## config.mk

```make
export PLATFORM = sky130hd
export DESIGN_NAME = multicycle_controller
export DESIGN_NICKNAME = d
export VERILOG_FILES = /design/src/rtl/multicycle_controller.sv
export SDC_FILE = /design/constraint.sdc
export NUM_CORES = 1
export LEC_CHECK = 0
export BUFFER_PORTS_ARGS = -buffer_cell sky130_fd_sc_hd__buf_2
export CAP_MARGIN = 5
export CORE_MARGIN = 5
export CORE_UTILIZATION = 42
export DETAILED_ROUTE_END_ITERATION = 10
export GPL_TIMING_DRIVEN = 1
export PLACE_DENSITY = 0.79
export SYNTH_ARGS = -nofsm -noshare
export SYNTH_HDL_FRONTEND = slang
export SYNTH_SLANG_ARGS = --single-unit
```

## constraint.sdc

```tcl
create_clock -name clk -period 1.5 [get_ports clk]
set_input_delay 0.15 -clock clk [delete_from_list [all_inputs] [get_ports clk]]
set_output_delay 0.15 -clock clk [all_outputs]
set_load 0.02 [all_outputs]
```

## src/rtl/multicycle_controller.sv

```systemverilog
// Module: multicycle_controller
// Control FSM for the multicycle ARM-subset datapath. Sequences the
// FETCH/DECODE/EXECUTE/MEM/WB steps, drives every datapath select, owns the
// NZCV flag register and gates architectural writes with the condition field.
// Optional feature macro: CTRL_BL_EN (branch-with-link through a BRLINK state).
// All FSM outputs are registered: the output values for the state being
// entered are computed alongside the next state and loaded on the same edge.
// Write enables are additionally masked by reset so nothing is written while
// reset is held.

module multicycle_controller (
    input  logic        clk,
    input  logic        reset,
    input  logic [31:0] Instr,
    input  logic [3:0]  ALUFlags,
    output logic        PCWrite,
    output logic        AdrSrc,
    output logic        MemWrite,
    output logic        IRWrite,
    output logic        RegWrite,
    output logic [1:0]  RegSrc,
    output logic [1:0]  ImmSrc,
    output logic        ALUSrcA,
    output logic [1:0]  ALUSrcB,
    output logic [1:0]  ALUControl,
    output logic [1:0]  ResultSrc,
    output logic        LinkSel
);

    typedef enum logic [3:0] {
        S_FETCH  = 4'd0,
        S_DECODE = 4'd1,
        S_MEMADR = 4'd2,
        S_MEMRD  = 4'd3,
        S_MEMWB  = 4'd4,
        S_MEMWR  = 4'd5,
        S_EXECR  = 4'd6,
        S_EXECI  = 4'd7,
        S_ALUWB  = 4'd8,
        S_BRANCH = 4'd9,
        S_BRLINK = 4'd10
    } state_t;

    localparam logic [1:0] ALU_ADD = 2'b00;
    localparam logic [1:0] ALU_SUB = 2'b01;
    localparam logic [1:0] ALU_AND = 2'b10;
    localparam logic [1:0] ALU_ORR = 2'b11;

    state_t      state;
    state_t      state_n;

    logic [3:0]  cond;
    logic [1:0]  op;
    logic [5:0]  funct;
    logic [3:0]  rd;
    logic        rd_is_pc;

    logic [3:0]  flags;
    logic        cond_ex;
    logic        cond_ok;
    logic        cond_ok_n;

    logic [1:0]  dec_alu_control;
    logic        dec_arith;
    logic        dec_known;
    logic        dec_cmp;
    logic        no_write;
    logic        flag_we;

    logic        pc_write_q;
    logic        adr_src_q;
    logic        mem_write_q;
    logic        ir_write_q;
    logic        reg_write_q;
    logic        alu_src_a_q;
    logic [1:0]  alu_src_b_q;
    logic [1:0]  alu_control_q;
    logic [1:0]  result_src_q;

    logic        pc_write_n;
    logic        adr_src_n;
    logic        mem_write_n;
    logic        ir_write_n;
    logic        reg_write_n;
    logic        alu_src_a_n;
    logic [1:0]  alu_src_b_n;
    logic [1:0]  alu_control_n;
    logic [1:0]  result_src_n;

`ifdef CTRL_BL_EN
    logic        link_sel_q;
    logic        link_sel_n;
`endif

    // Immediate, register fields and address bits this controller never looks at
    logic        unused_instr_bits;
    assign unused_instr_bits = ^{Instr[19:16], Instr[11:0]};

    assign cond     = Instr[31:28];
    assign op       = Instr[27:26];
    assign funct    = Instr[25:20];
    assign rd       = Instr[15:12];
    assign rd_is_pc = (rd == 4'd15);

    // Register-read selects and extend mode follow the IR directly in every state
    assign RegSrc[0] = (op == 2'b10);
    assign RegSrc[1] = (op == 2'b01) && !funct[0];
    assign ImmSrc    = op;

    // Condition check against the architectural flags {N,Z,C,V}
    always_comb begin
        cond_ex = 1'b0;
        case (cond)
            4'b0000: cond_ex = flags[2];
            4'b0001: cond_ex = !flags[2];
            4'b0010: cond_ex = flags[1];
            4'b0011: cond_ex = !flags[1];
            4'b0100: cond_ex = flags[3];
            4'b0101: cond_ex = !flags[3];
            4'b0110: cond_ex = flags[0];
            4'b0111: cond_ex = !flags[0];
            4'b1000: cond_ex = flags[1] && !flags[2];
            4'b1001: cond_ex = !flags[1] || flags[2];
            4'b1010: cond_ex = (flags[3] == flags[0]);
            4'b1011: cond_ex = (flags[3] != flags[0]);
            4'b1100: cond_ex = !flags[2] && (flags[3] == flags[0]);
            4'b1101: cond_ex = flags[2] || (flags[3] != flags[0]);
            4'b1110: cond_ex = 1'b1;
            default: cond_ex = 1'b0;
        endcase
    end

    // ALU function decode from Funct[4:1]; unknown codes fall back to ADD without flags
    always_comb begin
        dec_alu_control = ALU_ADD;
        dec_arith       = 1'b0;
        dec_known       = 1'b1;
        dec_cmp         = 1'b0;
        case (funct[4:1])
            4'b0100: begin dec_alu_control = ALU_ADD; dec_arith = 1'b1; end
            4'b0010: begin dec_alu_control = ALU_SUB; dec_arith = 1'b1; end
            4'b0000: dec_alu_control = ALU_AND;
            4'b1100: dec_alu_control = ALU_ORR;
            4'b1010: begin dec_alu_control = ALU_SUB; dec_arith = 1'b1; dec_cmp = 1'b1; end
            default: begin dec_alu_control = ALU_ADD; dec_known = 1'b0; end
        endcase
    end

    // A compare only sets flags, so its writeback is suppressed
    assign no_write = (op == 2'b00) && dec_cmp;

    // Flags update at the end of an execute step when S is set (CMP always sets)
    assign flag_we = ((state == S_EXECR) || (state == S_EXECI)) && cond_ok &&
                     dec_known && (funct[0] || dec_cmp);

    // Next-state selection
    always_comb begin
        state_n = S_FETCH;
        case (state)
            S_FETCH:  state_n = S_DECODE;
            S_DECODE: begin
                case (op)
                    2'b01:   state_n = S_MEMADR;
                    2'b00:   state_n = funct[5] ? S_EXECI : S_EXECR;
`ifdef CTRL_BL_EN
                    2'b10:   state_n = funct[4] ? S_BRLINK : S_BRANCH;
`else
                    2'b10:   state_n = S_BRANCH;
`endif
                    default: state_n = S_FETCH;
                endcase
            end
            S_MEMADR: state_n = funct[0] ? S_MEMRD : S_MEMWR;
            S_MEMRD:  state_n = S_MEMWB;
            S_MEMWB:  state_n = S_FETCH;
            S_MEMWR:  state_n = S_FETCH;
            S_EXECR:  state_n = S_ALUWB;
            S_EXECI:  state_n = S_ALUWB;
            S_ALUWB:  state_n = S_FETCH;
            S_BRANCH: state_n = S_FETCH;
            S_BRLINK: state_n = S_BRANCH;
            default:  state_n = S_FETCH;
        endcase
    end

    // Output values for the state being entered, using the condition result it will see
    always_comb begin
        cond_ok_n     = (state == S_DECODE) ? cond_ex : cond_ok;
        pc_write_n    = 1'b0;
        adr_src_n     = 1'b0;
        mem_write_n   = 1'b0;
        ir_write_n    = 1'b0;
        reg_write_n   = 1'b0;
        alu_src_a_n   = 1'b0;
        alu_src_b_n   = 2'b00;
        alu_control_n = ALU_ADD;
        result_src_n  = 2'b00;
`ifdef CTRL_BL_EN
        link_sel_n    = 1'b0;
`endif
        case (state_n)
            S_FETCH: begin
                ir_write_n   = 1'b1;
                pc_write_n   = 1'b1;
                alu_src_a_n  = 1'b1;
                alu_src_b_n  = 2'b10;
                result_src_n = 2'b10;
            end
            S_DECODE: begin
                alu_src_a_n  = 1'b1;
                alu_src_b_n  = 2'b10;
                result_src_n = 2'b10;
            end
            S_MEMADR: alu_src_b_n = 2'b01;
            S_MEMRD:  adr_src_n = 1'b1;
            S_MEMWB: begin
                result_src_n = 2'b01;
                reg_write_n  = cond_ok_n;
                pc_write_n   = cond_ok_n && rd_is_pc;
            end
            S_MEMWR: begin
                adr_src_n   = 1'b1;
                mem_write_n = cond_ok_n;
            end
            S_EXECR: begin
                alu_src_b_n   = 2'b00;
                alu_control_n = dec_alu_control;
            end
            S_EXECI: begin
                alu_src_b_n   = 2'b01;
                alu_control_n = dec_alu_control;
            end
            S_ALUWB: begin
                result_src_n = 2'b00;
                reg_write_n  = cond_ok_n && !no_write;
                pc_write_n   = cond_ok_n && rd_is_pc;
            end
            S_BRANCH: begin
                alu_src_b_n  = 2'b01;
                result_src_n = 2'b10;
                pc_write_n   = cond_ok_n;
            end
`ifdef CTRL_BL_EN
            S_BRLINK: begin
                alu_src_a_n  = 1'b1;
                alu_src_b_n  = 2'b10;
                result_src_n = 2'b10;
                link_sel_n   = 1'b1;
                reg_write_n  = cond_ok_n;
            end
`endif
            default: begin
                pc_write_n = 1'b0;
            end
        endcase
    end

    // FSM state, condition latch, flag register and registered outputs
    always_ff @(posedge clk) begin
        if (reset) begin
            state         <= S_FETCH;
            flags         <= 4'b0000;
            cond_ok       <= 1'b0;
            pc_write_q    <= 1'b1;
            adr_src_q     <= 1'b0;
            mem_write_q   <= 1'b0;
            ir_write_q    <= 1'b1;
            reg_write_q   <= 1'b0;
            alu_src_a_q   <= 1'b1;
            alu_src_b_q   <= 2'b10;
            alu_control_q <= ALU_ADD;
            result_src_q  <= 2'b10;
`ifdef CTRL_BL_EN
            link_sel_q    <= 1'b0;
`endif
        end else begin
            state         <= state_n;
            cond_ok       <= cond_ok_n;
            pc_write_q    <= pc_write_n;
            adr_src_q     <= adr_src_n;
            mem_write_q   <= mem_write_n;
            ir_write_q    <= ir_write_n;
            reg_write_q   <= reg_write_n;
            alu_src_a_q   <= alu_src_a_n;
            alu_src_b_q   <= alu_src_b_n;
            alu_control_q <= alu_control_n;
            result_src_q  <= result_src_n;
`ifdef CTRL_BL_EN
            link_sel_q    <= link_sel_n;
`endif
            if (flag_we) begin
                flags[3:2] <= ALUFlags[3:2];
                if (dec_arith) begin
                    flags[1:0] <= ALUFlags[1:0];
                end
            end
        end
    end

    assign PCWrite    = pc_write_q  && !reset;
    assign MemWrite   = mem_write_q && !reset;
    assign IRWrite    = ir_write_q  && !reset;
    assign RegWrite   = reg_write_q && !reset;
    assign AdrSrc     = adr_src_q;
    assign ALUSrcA    = alu_src_a_q;
    assign ALUSrcB    = alu_src_b_q;
    assign ALUControl = alu_control_q;
    assign ResultSrc  = result_src_q;
`ifdef CTRL_BL_EN
    assign LinkSel    = link_sel_q;
`else
    assign LinkSel    = 1'b0;
`endif

endmodule

```

==> results of run 1 <==
==> state kept, by name, summed over array words and instances (netlist names), 2 cells and up <==
register    cells
ALUControl      2
flags           4
ALUSrcB         2
ResultSrc       2
state           4
==> worst max-delay path, cell delays in order (launching register included) <==
cell and delay, ns:
dfxtp_4 0.39, or3b_1 0.39, a21oi_2 0.13, o221a_2 0.20, o31ai_2 0.08, nor4b_2 0.26
==> cells by family after synthesis <==
kind of cell           share of synthesized area
AO/OA/AOI/OAI                              0.180
XOR/XNOR                                  0.0212
buffers and inverters                     0.0876
flip-flops                                 0.338
multiplexers                              0.0493
other                                    0.00302
AND/OR/NAND/NOR                            0.320
==> worst max-delay path by stage <==
stage / end / from / cells past startpoint / slack, ns
finish: reg_write_q$_SDFF_PP0_ / flags[0]$_SDFFE_PP0P_ / 5 / -0.04
global route: pc_write_q$_SDFF_PP1_ / flags[3]$_SDFFE_PP0P_ / 5 / -0.13
CTS: reg_write_q$_SDFF_PP0_ / flags[3]$_SDFFE_PP0P_ / 5 / -0.05
detailed placement: pc_write_q$_SDFF_PP1_ / state[0]$_SDFF_PP0_ / 5 / -0.11
global placement: pc_write_q$_SDFF_PP1_ / state[0]$_SDFF_PP0_ / 5 / -0.11
floorplan: pc_write_q$_SDFF_PP1_ / flags[3]$_SDFFE_PP0P_ / 6 / 0.0008
==> cell usage after synthesis (4+ instances only) <==
library cell,instances
nand4_1,4
nand2_1,6
nor3_1,4
nor3b_1,4
inv_1,6
mux2i_1,5
dfxtp_1,21
a21oi_1,5
nor2b_1,11
o21ai_0,5
buf_4,4
nor2_1,15
==> final cells by class <==
| cell class | instances | share of cell area |
|---|---|---|
| well taps | 31 | 0.0232 |
| inverters | 6 | 0.0135 |
| clock buffers | 3 | 0.0135 |
| clock inverters | 1 | 0.00300 |
| flip-flops and latches | 21 | 0.260 |
| multi-input cells | 105 | 0.452 |
| repair buffers | 64 | 0.235 |
==> metal layers <==
metal	global-route usage	share of wire	vias up
li1	-	-	625
met1	0.167	0.42	592
met2	0.265	0.50	39
met3	0.0228	0.061	5
met4	0.0792	0.020	0
met5	0	0	-
==> through the flow <==
stage,utilization,instances,power (uW),setup TNS (ns),setup slack [ns]
global route,0.595,231,1300,-0.516,-0.134
detailed placement,0.556,224,929,-0.347,-0.110
global placement,0.556,224,923,-0.222,-0.112
CTS,0.583,230,1220,-0.115,-0.0488
floorplan,-,144,800,0,0.000842
finish,0.595,231,1220,-0.0590,-0.0409
==> where the power goes <==
part           total (uW)  switching [uW]  internal, uW  leakage [uW]
clock network         284             184           100     0.0000177
registers             602            16.8           585      0.000174
logic                 335             174           161      0.000546
total                1220             375           845      0.000738
==> what timing repair did <==
action,in CTS,in global routing
buffers inserted,2,1
setup endpoints to repair,10,11
pin swaps,4,6
resized for setup,11,9
==> results.md, run 1 <==
- Status: finished, violations left
- Failing checks: negative setup slack
- Period minus WS final: ~1.5 ns
- Mapped Area: 0.00124 sq mm
- WP data arrival: 1.77 ns
- Area growth, synth to finish: 34.3%
- Register area: around 430 sq um
- Leakage: 0.000738 uW
- Die Footprint: around 0.0041 sq mm
- Yosys top cell area share: 0.338
- Avg Cell Area, Syn: 8.63 sq um
- Synth Net Count: 182
- RSZ-0062 raised after global routing: yes
- Asr flop ratio synth: 0
- Top cells by area, synth: dfxtp_1, nor2b_1, nor2_1, mux2i_1, and4bb_1
- Synthesis-stage register bit count: 21
- Vias: 1261
- Antenna cell count: 0
- Wire per inst: 12.9 microns
- Die H: 64.4 microns
- Leading cell type in the layout, fill and taps excluded: buf_2
- Count of cell types in the netlist: 48
- Post-DR vias/cell: 5.46
- Initial antenna violation count: 0
- R2R cell count: 5
- Final slew viol count: 0
- Synth area leader: dfxtp_1
- Min-delay worst type: input port to register
- Final setup viols: 2
- Worst reg2reg path endpoint: reg_write_q$_SDFF_PP0_
- Clock root cell: clkbuf_4
- # fillers: 231
- Worst r2r src: flags[0]$_SDFFE_PP0P_
- Fin crit share: 1.03
- Setup Skew: a little under 0.007 ns
- Cts hold-fix bufs: 0
- Hold Path Origin: Instr[22]
- Hold slack: 0.0288 ns
- Power density cells: approximately 730 mW/mm^2
- Post-synthesis cell count: 144
- Crit path capture type: register
- I/O Buffers: 37
- Remaining global-route overflow: 0
- Number of flops mapped to enable cells by yosys: 0
- Top achievable clock speed: 649 MHz
- Critical path required time: 1.73 ns
- H-tree level count: 1
- Antenna-violating nets left: 0
- Clock Path Buffers: 2
- Sequential fraction of the synthesis area: 0.338
- DRC violations left: 0
- GRT Total Usage: 0.148
- R2r setup slk: -0.04 ns
- Largest net degree at the start of global routing: 19
- Setup slack after layout: -0.0409 ns
- Prevailing post-synth register cell: dfxtp_1
- Max Cap Violations: 0
- IO Pins: 55
- Die Width: about 64 microns
- Critical path fanouts, max: 7
- Core area: about 0.0028 sq mm
- Post-DP Area: 0.00156 sq mm
- WHS Path Cells: 2
- Routed wire length: between 2000 and 3000 microns
- Most frequent cells in the layout: buf_2, buf_4, dfxtp_1, nor2_1, nor2b_1
- Global-route wire length before repair: between 4000 and 5000 microns
- Worst-Skew Late Latency: 0.32 ns
- VDD IR-drop max: around 0.00030 V
- Initial Utilization: 0.443
- Row cnt: 19
- Initial drt markers: 97
- Clock transition at path regs: ~0.12 ns
- Area of the multi-input gates: 754 sq um
- Vias in the first global route: 1182
- Layout cells sized above 1: 0.465
- Final Hold Vio Count: 0
- Nets: ~240
- CTS tree: done
- CTS Buf Count: 3
- Drt pass-1 iters: 4
- Warnings from Yosys: 0
- Worst Hold Path EP: ALUControl[1]$_SDFF_PP0_
- Critical Path Source Type: register
- Clk sink count: 21
- Gpl congestion: roughly 0.90
- Final instance area: about 0.0017 sq mm
- Crit path kind: register to register
- DP Wirelength: approximately 2300 microns
Note: power is estimated with default switching activity, not from simulation.
==> run 2, diff against run 1 <==
- CORE_UTILIZATION: 42 -> 45
- PLACE_DENSITY: 0.79 -> 0.81
- clock period: 1.5 -> 1.7 ns (I/O delays scaled with it)
==> results.md, run 2 (synthesis gave the netlist of run 1 again) <==
- Status: finished, final reports clean
- WHS Path Cells: 2
- Clock transition at path regs: around 0.12 ns
- Setup Skew: 0.00462 ns
- Period minus WS final: 1.62 ns
- Leading cell type in the layout, fill and taps excluded: buf_2
- Worst-Skew Late Latency: 0.31 ns
- Sequential share of power: 0.526
- DRC violations left: 0
- Vias in the first global route: 1064
- Overall power: 1010 uW
- Most frequent cells in the layout: buf_2, dfxtp_1, nor2_1, nor2b_1, inv_1
- Placed cells: 205
- Fin crit share: 0.955
- Fin cells: about 210
- Die Footprint: 0.00391 sq mm
- Row cnt: 19
- Routed wire length: 2750 microns
- Initial Utilization: 0.458
- Antenna-violating nets left: 0
- VDD IR-drop max: 0.000560 V
- P_int: ~700 uW
- R2R cell count: 6
- GRT Total Usage: 0.139
- RSZ-0062 raised after global routing: yes
- Final slew viol count: 0
- Clock root cell: clkbuf_4
- Largest net degree at the start of global routing: 19
- Setup slack after layout: 0.0770 ns
- Vias: 1154
- Leakage: just over 0.0006 uW
- Gpl congestion: 0.872
- CTS tree: done
- # fillers: 249
- Critical Path Source Type: register
- Clock power share: 0.241
- Nets: roughly 220
- Crit path capture type: register
- DP Wirelength: 2090 microns
- Wire per inst: around 13 microns
- Min-delay worst type: input port to register
- Final Core Density: 0.537
- IO Pins: 55
- Final Hold Vio Count: 0
- Final setup viols: 0
- I/O Buffers: 37
- Net Switching: 306 uW
- Antenna cell count: 0
- Post-DR vias/cell: 5.52
- Crit path kind: register to register
- Hold slack: 0.0694 ns
- Power density cells: 694 mW/mm^2
- Biggest regs: flags (4), state (4)
- H-tree level count: 1
- Critical path fanouts, max: 8
- CTS Buf Count: 3
- Die Width: approximately 63 microns
- Global-route wire length before repair: 4620 microns
- Clk sink count: 21
- Dpl ws: 0.0278 ns
- Remaining global-route overflow: 0
- Area growth, synth to finish: 17.1%
- Critical path required time: 1.91 ns
- Layout cells sized above 1: 0.331
- Drt pass-1 iters: 4
- Initial drt markers: 60
- Top achievable clock speed: 616 MHz
- Initial antenna violation count: 0
- Die H: between 60 and 70 microns
- Switching Fraction: 0.303
- WP data arrival: 1.83 ns
- Comb power frac: 0.233
- Clock Path Buffers: 2
- Max Cap Violations: 0
- Core area: 0.00271 sq mm
-- run 2: cell types whose count changed in the layout (fill, tap and decap cells not counted), sizes merged --
cell  previous run  this run
buf             64        42
-- run 2: cell type report --
type | instances | area, sq um | area share
clock buffer | 3 | 22.5 | 0.0155
clock inverter | 1 | 5.00 | 0.00344
multi-input combinational | 105 | 718 | 0.494
timing repair buffer | 42 | 223 | 0.153
tap | 31 | 38.8 | 0.0267
inverter | 6 | 22.5 | 0.0155
sequential | 21 | 425 | 0.292
-- run 2: worst paths after layout --
path | from | to | slack, ns
hold reg to reg | state[1]$_SDFF_PP0_ | ResultSrc[0]$_SDFF_PP0_ | 0.54
setup reg to reg | state[0]$_SDFF_PP0_ | pc_write_q$_SDFF_PP1_ | 0.08
hold / removal | Instr[22] | ALUControl[1]$_SDFF_PP0_ | 0.07
setup / recovery | state[0]$_SDFF_PP0_ | pc_write_q$_SDFF_PP1_ | 0.08
-- run 2: timing repair --
| item | 4_1_cts | 5_1_grt |
|---|---|---|
| setup endpoints to repair | 0 | 4 |
| resized for setup | 0 | 5 |
| hold buffers | 0 | 0 |
| setup buffers | 0 | 0 |
-- run 2: power by group through the flow --
stage               Combinational (uW)  Clock (uW)  Sequential [uW]
CTS                                233         250              531
finish                             235         244              531
detailed placement                 232           0              542
global placement                   226           0              542
floorplan                          155           0              551
global route                       260         264              534
-- run 2: metal layers --
layer | wire length (microns) | GRT usage | up-vias
met1 | 1180 | 0.168 | 527
met4 | 59 | 0.0716 | 0
met2 | 1360 | 0.236 | 43
met5 | 0 | 0 | -
li1 | - | - | 579
met3 | 145 | 0.0198 | 5
-- run 2: worst max-delay path, cell delays in order, from the launching register on --
cell and delay [ns]:
dfxtp_1 0.36, buf_4 0.17, and4bb_1 0.29, a41oi_2 0.05, and3_1 0.24, a31o_2 0.27
o21bai_1 0.14
-- run 2: through the flow --
stage	instance area [sq um]	TNS, ns
final	1460	0
after global routing	1460	-0.0289
after global placement	1420	0
after detailed placement	1420	0
after floorplan	1240	0
after CTS	1450	0
